File: src/rtl/calc1_port_driver.sv
// calc1_port_driver: buffers complete calc1 operations in a small FIFO, issues
// each one onto the calc1 port (cmd+op1, then op2), waits for the port response
// or a timeout, and hands the result downstream over a valid/ready interface.
// Only one operation is ever in flight on the port.
module calc1_port_driver #(
  parameter int FIFO_DEPTH = 4,
  parameter int TIMEOUT    = 64
) (
  input  logic        c_clk,
  input  logic        reset,
  // Request side
  input  logic        req_valid,
  output logic        req_ready,
  input  logic [0:3]  req_cmd,
  input  logic [0:31] req_op1,
  input  logic [0:31] req_op2,
  // calc1 port side
  output logic [0:3]  calc_cmd_out,
  output logic [0:31] calc_data_out,
  input  logic [0:1]  calc_resp_in,
  input  logic [0:31] calc_data_in,
  // Response side
  output logic        rsp_valid,
  input  logic        rsp_ready,
  output logic [0:3]  rsp_cmd,
  output logic [0:1]  rsp_code,
  output logic [0:31] rsp_data,
  // Status
  output logic        busy,
  output logic        timeout_err
);

  localparam int PW = (FIFO_DEPTH > 1) ? $clog2(FIFO_DEPTH) : 1;
  localparam int CW = PW + 1;
  localparam logic [CW-1:0] DEPTH_C    = CW'(FIFO_DEPTH);
  localparam logic [7:0]    TIMER_LAST = 8'(TIMEOUT - 1);
  localparam logic [0:1]    CODE_TIMEOUT = 2'd3;

  typedef enum logic [2:0] {
    S_IDLE,
    S_SEND_OP1,
    S_SEND_OP2,
    S_WAIT_RESP,
    S_HOLD
  } state_t;

  // Request FIFO storage and bookkeeping
  logic [0:3]    fifoCmd [FIFO_DEPTH];
  logic [0:31]   fifoOp1 [FIFO_DEPTH];
  logic [0:31]   fifoOp2 [FIFO_DEPTH];
  logic [PW-1:0] wrPtr_q, rdPtr_q;
  logic [CW-1:0] count_q, count_d;
  logic          push, pop;

  // Controller state, working copy of the active operation, registered outputs
  state_t        state_q, state_d;
  logic [0:3]    workCmd_q, workCmd_d;
  logic [0:31]   workOp2_q, workOp2_d;
  logic [7:0]    timer_q, timer_d;
  logic [0:3]    calcCmd_q, calcCmd_d;
  logic [0:31]   calcData_q, calcData_d;
  logic          rspValid_q, rspValid_d;
  logic [0:3]    rspCmd_q, rspCmd_d;
  logic [0:1]    rspCode_q, rspCode_d;
  logic [0:31]   rspData_q, rspData_d;
  logic          timeoutErr_q, timeoutErr_d;

  assign req_ready = (count_q != DEPTH_C);
  assign push      = req_valid & req_ready;

  // FIFO payload storage; contents need no reset because count gates every read
  always_ff @(posedge c_clk) begin
    if (push) begin
      fifoCmd[wrPtr_q] <= req_cmd;
      fifoOp1[wrPtr_q] <= req_op1;
      fifoOp2[wrPtr_q] <= req_op2;
    end
  end

  // Occupancy update; a simultaneous push and pop leaves the count unchanged
  always_comb begin
    count_d = count_q;
    case ({push, pop})
      2'b10:   count_d = count_q + CW'(1);
      2'b01:   count_d = count_q - CW'(1);
      default: count_d = count_q;
    endcase
  end

  // FIFO pointers and count
  always_ff @(posedge c_clk or posedge reset) begin
    if (reset) begin
      wrPtr_q <= '0;
      rdPtr_q <= '0;
      count_q <= '0;
    end else begin
      if (push) wrPtr_q <= wrPtr_q + 1'b1;
      if (pop)  rdPtr_q <= rdPtr_q + 1'b1;
      count_q <= count_d;
    end
  end

  // Next-state and output decode; the calc port values are computed for the
  // state being entered so the registered outputs line up with that state
  always_comb begin
    state_d      = state_q;
    workCmd_d    = workCmd_q;
    workOp2_d    = workOp2_q;
    timer_d      = timer_q;
    calcCmd_d    = '0;
    calcData_d   = '0;
    rspValid_d   = rspValid_q;
    rspCmd_d     = rspCmd_q;
    rspCode_d    = rspCode_q;
    rspData_d    = rspData_q;
    timeoutErr_d = timeoutErr_q;
    pop          = 1'b0;

    case (state_q)
      S_IDLE: begin
        if (count_q != '0) begin
          pop        = 1'b1;
          workCmd_d  = fifoCmd[rdPtr_q];
          workOp2_d  = fifoOp2[rdPtr_q];
          calcCmd_d  = fifoCmd[rdPtr_q];
          calcData_d = fifoOp1[rdPtr_q];
          state_d    = S_SEND_OP1;
        end
      end

      S_SEND_OP1: begin
        calcCmd_d  = '0;
        calcData_d = workOp2_q;
        state_d    = S_SEND_OP2;
      end

      S_SEND_OP2: begin
        timer_d = '0;
        state_d = S_WAIT_RESP;
      end

      S_WAIT_RESP: begin
        timer_d = timer_q + 8'd1;
        if (calc_resp_in != 2'd0) begin
          rspValid_d = 1'b1;
          rspCmd_d   = workCmd_q;
          rspCode_d  = calc_resp_in;
          rspData_d  = calc_data_in;
          state_d    = S_HOLD;
        end else if (timer_q == TIMER_LAST) begin
          rspValid_d   = 1'b1;
          rspCmd_d     = workCmd_q;
          rspCode_d    = CODE_TIMEOUT;
          rspData_d    = '0;
          timeoutErr_d = 1'b1;
          state_d      = S_HOLD;
        end
      end

      S_HOLD: begin
        if (rsp_ready) begin
          rspValid_d = 1'b0;
          state_d    = S_IDLE;
        end
      end

      default: begin
        state_d = S_IDLE;
      end
    endcase
  end

  // Controller state, working registers and all registered outputs
  always_ff @(posedge c_clk or posedge reset) begin
    if (reset) begin
      state_q      <= S_IDLE;
      workCmd_q    <= '0;
      workOp2_q    <= '0;
      timer_q      <= '0;
      calcCmd_q    <= '0;
      calcData_q   <= '0;
      rspValid_q   <= 1'b0;
      rspCmd_q     <= '0;
      rspCode_q    <= '0;
      rspData_q    <= '0;
      timeoutErr_q <= 1'b0;
    end else begin
      state_q      <= state_d;
      workCmd_q    <= workCmd_d;
      workOp2_q    <= workOp2_d;
      timer_q      <= timer_d;
      calcCmd_q    <= calcCmd_d;
      calcData_q   <= calcData_d;
      rspValid_q   <= rspValid_d;
      rspCmd_q     <= rspCmd_d;
      rspCode_q    <= rspCode_d;
      rspData_q    <= rspData_d;
      timeoutErr_q <= timeoutErr_d;
    end
  end

  assign calc_cmd_out  = calcCmd_q;
  assign calc_data_out = calcData_q;
  assign rsp_valid     = rspValid_q;
  assign rsp_cmd       = rspCmd_q;
  assign rsp_code      = rspCode_q;
  assign rsp_data      = rspData_q;
  assign timeout_err   = timeoutErr_q;
  assign busy          = (state_q != S_IDLE) || (count_q != '0);

endmodule

File: config.mk
export PLATFORM = sky130hd
export DESIGN_NAME = calc1_port_driver
export DESIGN_NICKNAME = d
export VERILOG_FILES = /design/src/rtl/calc1_port_driver.sv
export SDC_FILE = /design/constraint.sdc
export NUM_CORES = 1
export LEC_CHECK = 0
export CORE_MARGIN = 10
export CORE_UTILIZATION = 55
export CTS_CLUSTER_SIZE = 20
export DETAILED_ROUTE_END_ITERATION = 8
export PLACE_DENSITY_LB_ADDON = 0.05
export SYNTH_ARGS = -nofsm -noshare
export SYNTH_HDL_FRONTEND = slang
export SYNTH_SLANG_ARGS = --single-unit
File: constraint.sdc
create_clock -name c_clk -period 5.89 [get_ports c_clk]
set_input_delay 0.589 -clock c_clk [delete_from_list [all_inputs] [get_ports c_clk]]
set_output_delay 0.589 -clock c_clk [all_outputs]
set_load 0.03 [all_outputs]
==> impl_metrics.toml, run 1 <==
[clocking]
path_clk_slew_ns = 0.05
cts_tree = "built"
clock_latency_ns = 0.51
cts_hold_buffers = 0
cts_buffers = 40
clockBufferDepth = 3
cts-root-buf = "clkbuf_16"
post_cts_resized = 0
cts_setup_buffers = 0
htree_levels = 2
numClockSinks = 402

[routing]
drc = 0
ant_nets = 0
drt_iter0_markers = 476
first_pass_iters = 4
drt-vias-per-instance = 5.54
drt_wl_total_um = 30300
detail_route.wl_per_cell_um = 21.5
via_count = 7817

[die]
fp.coreArea_um2 = 26900
die_area_um2 = 34300
initial_utilization = 0.558
die_y_um = 185
rows = 60
die_w_um = 185
ios = 184

[power_and_ir_drop]
ir_drop_uv = 302
power_density_nw_per_um2 = 521
power_leakage_uw = 0.00681

[timing]
setup_tns_ns = 0
final_max_slew_viol_count = 0
fin_skew_ns = 0.0101
fmax_mhz = 297
fin_crit_sh = 0.571
hold_slack_ns = 0.474
setup_viol = 0
hold_violations = 0
worst_pin_slew_ns = 1.24
period_needed_ns = 3.36
rsz0062_at_grt = "false"
slew_headroom = 0.173

[global_route]
grt_pass1_vias = 8173
antenna_found_initial = 0
grt_max_degree = 78
groute.usage.overall = 0.180
grt_pass1_wl_um = 47500
grt_overflow = 0

[synth]
yosysSeqAreaShare = 0.761
synth_cell_type_count = 39
ys.warnings.count = 0
synth_cells = 847
synth_fp_nets = 960
synthFlopType = "edfxtp_1"
synth-edff-count = 272
syn_avg_cell_area_um2 = 17.7
synth-async-reset-ratio = 0.323
ys_seq_elements = 402
syn_area_um2 = 15000

[worst_hold_path]
hold_depth = 1
holdCritPathClass = "flop to flop"

[worst_setup_path]
rr_worst_depth = 9
cp-start-kind = "flop"
cp.required_ns = 6.32
arrival_ns = 3.79
crit_path_end_kind = "flop"
crit_type = "flop to flop"
cp_max_fo = 70

[place]
place.port_buffers = 183
placed_cells = 1340
hpwlAfterDp_um = 18300
gp_congestion = 0.724

[final_layout]
instances_no_fill = 1412
nNetsFinal = 1154
diodes = 0
drive_gt1_frac = 0.140
syn_to_final_growth_pct = 22.3

[run_status]
outcome = "finished, final reports clean"

[job]
cap_violations = 0
[state kept, by name (all words and copies together), names as in the netlist, 2 cells and up]
register and cells:
fifoOp1 128, fifoOp2 128, calc_data_out 32, rsp_data 32, workOp2_q 32, fifoCmd 16, timer_q 8, calc_cmd_out 4
rsp_cmd 4, workCmd_q 4, count_q 3, state_q 3, rdPtr_q 2, rsp_code 2, wrPtr_q 2
[stage by stage]
stage	instance area, µm²	total power (µW)	setup slack [ns]	util
after CTS	18300	9680	2.52	0.683
after floorplan	15000	6290	1.83	-
after global routing	18300	10100	2.34	0.683
final	18300	9560	2.53	0.683
after global placement	17100	7230	2.58	0.637
after detailed placement	17100	7290	2.53	0.637
[where the power goes]
group / internal, µW / leakage [µW] / switching, µW
logic: 1300 / 0.00208 / 1550
registers: 3830 / 0.00414 / 505
clock network: 1400 / 0.000590 / 979
total: 6530 / 0.00681 / 3030
[cells in the final DEF, fill, tap and decap left out, types with 2 or more instances in the layout]
cell	n
a21o_1	6
a21oi_1	4
a22o_1	33
a2bb2oi_1	2
and2_1	5
and3_4	4
buf_4	10
bufinv_16	2
clkbuf_1	15
clkbuf_16	41
clkbuf_8	2
clkdlybuf4s50_1	183
clkinv_1	5
clkinv_2	4
clkinvlp_4	3
dfrtp_1	128
dfrtp_4	2
edfxtp_1	272
ha_1	6
inv_1	9
mux2_2	5
mux2i_1	4
mux4_2	68
nand2_1	174
nand3_1	3
nand3b_1	2
nor2_1	10
nor3_1	6
o21ai_0	36
o21ai_1	3
o22a_1	2
xnor2_1	4
xor2_1	2
[worst paths after layout]
path                                   start               to  slack (ns)
worst max register to register    state_q[1]       count_q[2]        2.53
min in group asynchronous              reset     rsp_data[12]        0.59
worst min-delay path            workCmd_q[3]     workCmd_q[3]        0.47
worst max-delay path              state_q[1]       count_q[2]        2.53
worst min register to register  workCmd_q[3]     workCmd_q[3]        0.47
max in group asynchronous              reset  calc_cmd_out[1]        4.08
[cells by family (layout without fill, tap and decap cells)]
kind of cell / Yosys count / in the layout / synth area share
adders and majority gates: 7 / 7 / 0.00634
buffers and inverters: 52 / 276 / 0.0203
AOI/OAI and AO/OA: 90 / 90 / 0.0417
muxes: 77 / 77 / 0.109
and+or+nand+nor: 213 / 213 / 0.0584
DFF: 402 / 402 / 0.761
xor gates and xnor gates: 6 / 6 / 0.00350
[critical path, stage by stage, from the launching register on]
cell and delay [ns]:
dfrtp_1 0.44, or4_4 0.86, clkinv_2 0.10, buf_4 0.67, ha_1 0.32, inv_1 0.06
fa_1 0.38, xor2_1 0.15, nor2_1 0.11, xor2_1 0.15
[metal layers]
| layer | up-vias | track usage | routed length (µm) |
|---|---|---|---|
| li1 | 3572 | - | - |
| met1 | 3974 | 0.249 | 13400 |
| met2 | 240 | 0.287 | 14400 |
| met3 | 31 | 0.0396 | 2100 |
| met4 | 0 | 0.0426 | 403 |
| met5 | - | 0 | 0 |
[cell type report]
type | count | area (µm²)
flip-flops and latches | 402 | 11400
fillers | 1817 | 8530
multi-input cells | 393 | 3300
repair buffers | 193 | 1910
clock buffers | 58 | 1110
well taps | 341 | 427
clock inverters | 14 | 125
inverters | 11 | 47.5
[synthesized netlist by cell type (all sizes together) (2+ instances only)]
| library cell | instances | share of area |
|---|---|---|
| nand2 | 174 | 0.044 |
| inv | 10 | 0.0025 |
| and3 | 5 | 0.0021 |
| o21ai | 40 | 0.014 |
| edfxtp | 272 | 0.54 |
| buf | 30 | 0.015 |
| mux2i | 4 | 0.0027 |
| xor2 | 2 | 0.0012 |
| mux2 | 5 | 0.0038 |
| a22o | 33 | 0.019 |
| mux4 | 68 | 0.10 |
| a21o | 6 | 0.0030 |
| ha | 6 | 0.0050 |
| o22a | 2 | 0.0012 |
| and2 | 6 | 0.0027 |
| a21oi | 5 | 0.0024 |
| nor3 | 7 | 0.0023 |
| nor2 | 11 | 0.0028 |
| xnor2 | 4 | 0.0023 |
| a2bb2oi | 2 | 0.0012 |
| clkbuf | 11 | 0.0028 |
| dfrtp | 130 | 0.22 |
| nand3 | 4 | 0.0017 |
| nand3b | 2 | 0.0010 |
No activity file was read; power rests on OpenSTA's default activity.
==> run 2: changes to the inputs <==
==> constraint.sdc (replaced) <==
create_clock -name c_clk -period 3.3 [get_ports c_clk]
set_input_delay 0.33 -clock c_clk [delete_from_list [all_inputs] [get_ports c_clk]]
set_output_delay 0.33 -clock c_clk [all_outputs]
set_load 0.03 [all_outputs]
==> run 2 against run 1 <==
- global-route usage is 0.47 points higher
- setup slack got worse by 1.5 ns
- critical path depth shrank 6
- hold slack lost 0.30 ns
- sequential power is 75% higher
- largest power group unchanged
- sequential share of layout area decreased by 1.1 points
- first-iteration DRC count is 3.2% higher
- utilization grew 1.3 points
- clock power grew 100%
- clock skew grew 0.011 ns
- register-to-register slack lost 1.4 ns
==> impl_metrics.toml, run 2 (synthesis gave the netlist of run 1 again) <==
[clocking]
cts_hold_buffers = 0
cts_setup_buffers = 0
numClockSinks = 402
cts_buffers = 41
clockBufferDepth = 3
cts_tree = "built"
htree_levels = 2
post_cts_resized = 0
path_clk_slew_ns = 0.06
clock_latency_ns = 0.53
cts-root-buf = "clkbuf_16"

[global_route]
grt_pass1_wl_um = 49000
grt_pass1_vias = 8544
grt_overflow = 0
antenna_found_initial = 1
grt_max_degree = 70
groute.usage.overall = 0.184

[routing]
detail_route.wl_per_cell_um = 21.8
drc = 0
ant_nets = 0
via_count = 7931
drt_wl_total_um = 31100
first_pass_iters = 4
drt-vias-per-instance = 5.57
drt_iter0_markers = 491

[place]
hpwlAfterDp_um = 19000
place.port_buffers = 183
placed_area_um2 = 17300
dp_slack_ns = 1.09
gp_congestion = 0.734
placed_cells = 1348

[worst_setup_path]
cp.required_ns = 2.97
crit_chain = "nor3_1 -> nand3b_1 -> clkdlybuf4s50_1"
critical-path-max-stage-delay_ns = 0.63
r2r_slack_ns = 1.09
crit_slowest_cell = "clkdlybuf4s50_1"
cp_max_fo = 3
crit_path_end_kind = "output pin"
cp-start-kind = "flop"
crit_type = "flop to output pin"
rr_worst_depth = 5
arrival_ns = 1.98

[timing]
hold_violations = 0
fin_crit_sh = 0.701
fmax_mhz = 432
hold_slack_ns = 0.179
finalWorstSetupSlack_ns = 0.987
slew_headroom = 0.424
period_needed_ns = 2.31
rsz0062_at_grt = "false"
setup_viol = 0
fin_skew_ns = 0.0207
worst_pin_slew_ns = 0.864
final_max_slew_viol_count = 0
setup_tns_ns = 0

[final_layout]
syn_to_final_growth_pct = 24.6
reg_top3 = "fifoOp1: 128 flops, fifoOp2: 128 flops"
instances_no_fill = 1424
final_cell_area_um2 = 18700
final_cell_mix = "edfxtp_1 (272), clkdlybuf4s50_1 (183), nand2_1 (174), dfrtp_1 (128), mux4_2 (68)"
fill_cells = 1809
final_common_cell = "edfxtp_1"
drive_gt1_frac = 0.154
nNetsFinal = 1163

[die]
ios = 184
die_y_um = 185
fp.coreArea_um2 = 26900
die_area_um2 = 34300
die_w_um = 185
rows = 60
initial_utilization = 0.558

[run_status]
outcome = "finished, final reports clean"

[power_and_ir_drop]
power_density_nw_per_um2 = 950
ir_drop_uv = 541
power_leakage_uw = 0.00697

[worst_hold_path]
holdCritPathClass = "input port to asynchronous set/reset pin"

[job]
cap_violations = 0
[run 2: changes by cell type in the layout (fill, tap and decap cells not counted)]
cell	previous run	this run
diode_2	0	1
clkbuf_1	15	8
bufinv_16	2	8
clkinv_2	4	6
inv_6	1	2
clkinv_1	5	6
clkinvlp_4	3	4
clkinv_4	1	0
buf_12	0	8
[run 2: power by group]
part	internal, µW	leakage, µW	switching, µW
Sequential	6830	0.00414	732
Clock	2960	0.000681	1830
Combinational	2420	0.00215	2980
Total	12200	0.00697	5540
[run 2: critical path: cells and delay by family (launching register included)]
kind | cells | cell delay [ns]
simple gates | 2 | 0.44
flops | 1 | 0.40
buf+inv | 1 | 0.63
[run 2: area by class of cell]
type / count / area, µm² / area share
multi-input cells: 393 / 3300 / 0.177
well taps: 341 / 427 / 0.0228
repair buffers: 201 / 2070 / 0.111
clock buffers: 51 / 1080 / 0.0580
clock inverters: 24 / 328 / 0.0175
diodes: 1 / 2.50 / 0.000134
flip-flops and latches: 402 / 11400 / 0.612
inverters: 11 / 46.3 / 0.00248
[run 2: through the flow]
stage	util	power, µW
after CTS	0.695	18000
after floorplan	-	11200
after global routing	0.695	18700
final	0.695	17800
after global placement	0.643	13000
after detailed placement	0.643	13100
[run 2: layer usage]
| layer | global-route usage | routed length (µm) |
|---|---|---|
| met1 | 0.246 | 13300 |
| met2 | 0.301 | 15200 |
| met3 | 0.0441 | 2060 |
| met4 | 0.0462 | 514 |
| met5 | 0 | 0 |
[run 2: worst paths after layout]
check	from	endpoint
min reg2reg	workCmd_q[1]	workCmd_q[1]
max in group asynchronous	reset	rdPtr_q[0]
max	count_q[0]	busy
min	reset	rsp_data[24]
min in group c_clk	calc_data_in[6]	rsp_data[6]
max reg2reg	state_q[1]	rdPtr_q[1]
==> run 3: changes to the inputs <==
==> constraint.sdc (replaced) <==
create_clock -name c_clk -period 2.34 [get_ports c_clk]
set_input_delay 0.234 -clock c_clk [delete_from_list [all_inputs] [get_ports c_clk]]
set_output_delay 0.234 -clock c_clk [all_outputs]
set_load 0.03 [all_outputs]
==> run 3 against run 2 <==
- sequential power rose by 39%
- utilization up 0.20 points
- register-to-register slack got worse by 0.87 ns
- die area did not move
- global-route usage is 0.18 points lower
- clock power is 29% higher
- design area increased by 0.29%
- setup slack lost 0.89 ns
- largest cell class unchanged
- largest power group unchanged
==> impl_metrics.toml, run 3 (synthesis gave the netlist of run 1 again) <==
[worst_setup_path]
crit_path_end_kind = "output pin"
cp.required_ns = 2.11
crit_chain = "buf_4 -> nor2_1 -> nand3b_1 -> clkdlybuf4s50_1"
cp-start-kind = "flop"
crit_type = "flop to output pin"
r2r_slack_ns = 0.22
arrival_ns = 2.01
crit_slowest_cell = "clkdlybuf4s50_1"
critical-path-max-stage-delay_ns = 0.63
cp_max_fo = 6

[timing]
setup_tns_ns = 0
rsz0062_at_grt = "false"
fmax_mhz = 445
fin_skew_ns = 0.0102
fin_crit_sh = 0.960
final_max_slew_viol_count = 0
slew_headroom = 0.625
setup_viol = 0
period_needed_ns = 2.25
hold_violations = 0
worst_pin_slew_ns = 0.563

[die]
die_y_um = 185
ios = 184
die_w_um = 185
rows = 60
initial_utilization = 0.558
die_area_um2 = 34300
fp.coreArea_um2 = 26900

[power_and_ir_drop]
power_density_nw_per_um2 = 1320
power_leakage_uw = 0.00701
total_power_uw = 24700
ir_drop_uv = 759

[routing]
ant_nets = 0
first_pass_iters = 4
via_count = 7907
drt_iter0_markers = 550
drc = 0
drt-vias-per-instance = 5.53
drt_wl_total_um = 30600
detail_route.wl_per_cell_um = 21.4

[global_route]
grt_pass1_wl_um = 48500
antenna_found_initial = 2
grt_max_degree = 70
grt_overflow = 0
groute.usage.overall = 0.183
grt_pass1_vias = 8395

[clocking]
cts_tree = "built"
post_cts_resized = 0
numClockSinks = 402
cts_buffers = 40
cts_hold_buffers = 0
clockBufferDepth = 3
cts_setup_buffers = 0
cts-root-buf = "clkbuf_16"
htree_levels = 2
clock_latency_ns = 0.53
path_clk_slew_ns = 0.06

[job]
cap_violations = 0

[worst_hold_path]
holdCritPathClass = "input port to asynchronous set/reset pin"

[place]
gp_congestion = 0.745
place.port_buffers = 183
placed_area_um2 = 17400
hpwlAfterDp_um = 19300

[final_layout]
final_common_cell = "edfxtp_1"
drive_gt1_frac = 0.166
reg_top3 = "fifoOp1: 128 flops, fifoOp2: 128 flops"
final_cell_mix = "edfxtp_1 (272), clkdlybuf4s50_1 (183), nand2_1 (174), dfrtp_1 (128), mux4_2 (68)"
final_cell_area_um2 = 18700
syn_to_final_growth_pct = 24.9
nNetsFinal = 1172
diodes = 0

[run_status]
outcome = "finished, final reports clean"
==> run 3: worst max-delay path, delay by kind of cell, from the launching register on <==
family | cells | cell delay [ns]
buffers and inverters | 2 | 0.79
flip-flops | 1 | 0.38
AND/OR/NAND/NOR | 2 | 0.33
==> run 3: cell type report <==
| type | count | area (µm²) |
|---|---|---|
| fillers | 1820 | 8130 |
| repair buffers | 211 | 2230 |
| inverters | 11 | 50.0 |
| well taps | 341 | 427 |
| multi-input cells | 393 | 3310 |
| clock buffers | 56 | 1150 |
| clock inverters | 17 | 145 |
| flip-flops and latches | 402 | 11400 |
==> run 3: final timing paths <==
check | start | to | cells after the start
worst min-delay path | reset | rsp_data[15] | 2
worst max-delay path | state_q[1] | busy | 4
max in group asynchronous | reset | rdPtr_q[1] | 3
worst max register to register | count_q[2] | count_q[2] | 9
min in group c_clk | calc_data_in[5] | rsp_data[5] | 3
worst min register to register | workCmd_q[1] | workCmd_q[1] | 1
==> run 3: power breakdown <==
group / total, µW / switching, µW / internal, µW
Combinational: 8000 / 4360 / 3630
Clock: 6200 / 2540 / 3670
Sequential: 10500 / 890 / 9630
==> run 3: per-layer routing <==
| layer | GRT usage | wire length (µm) |
|---|---|---|
| met4 | 0.0419 | 463 |
| met5 | 0 | 31 |
| met2 | 0.296 | 14900 |
| met1 | 0.246 | 12800 |
| met3 | 0.0445 | 2360 |
==> run 3: through the flow <==
stage	std cells	setup slack, ns	utilization	hold WS [ns]
2_1_floorplan	847	0.000434	-	0.333
3_5_place_dp	1358	0.182	0.649	0.464
4_1_cts	1431	0.0868	0.697	0.0164
3_3_place_gp	1358	0.283	0.649	0.458
5_1_grt	1431	0.0152	0.697	0.0594
6_report	1431	0.0925	0.697	0.0209
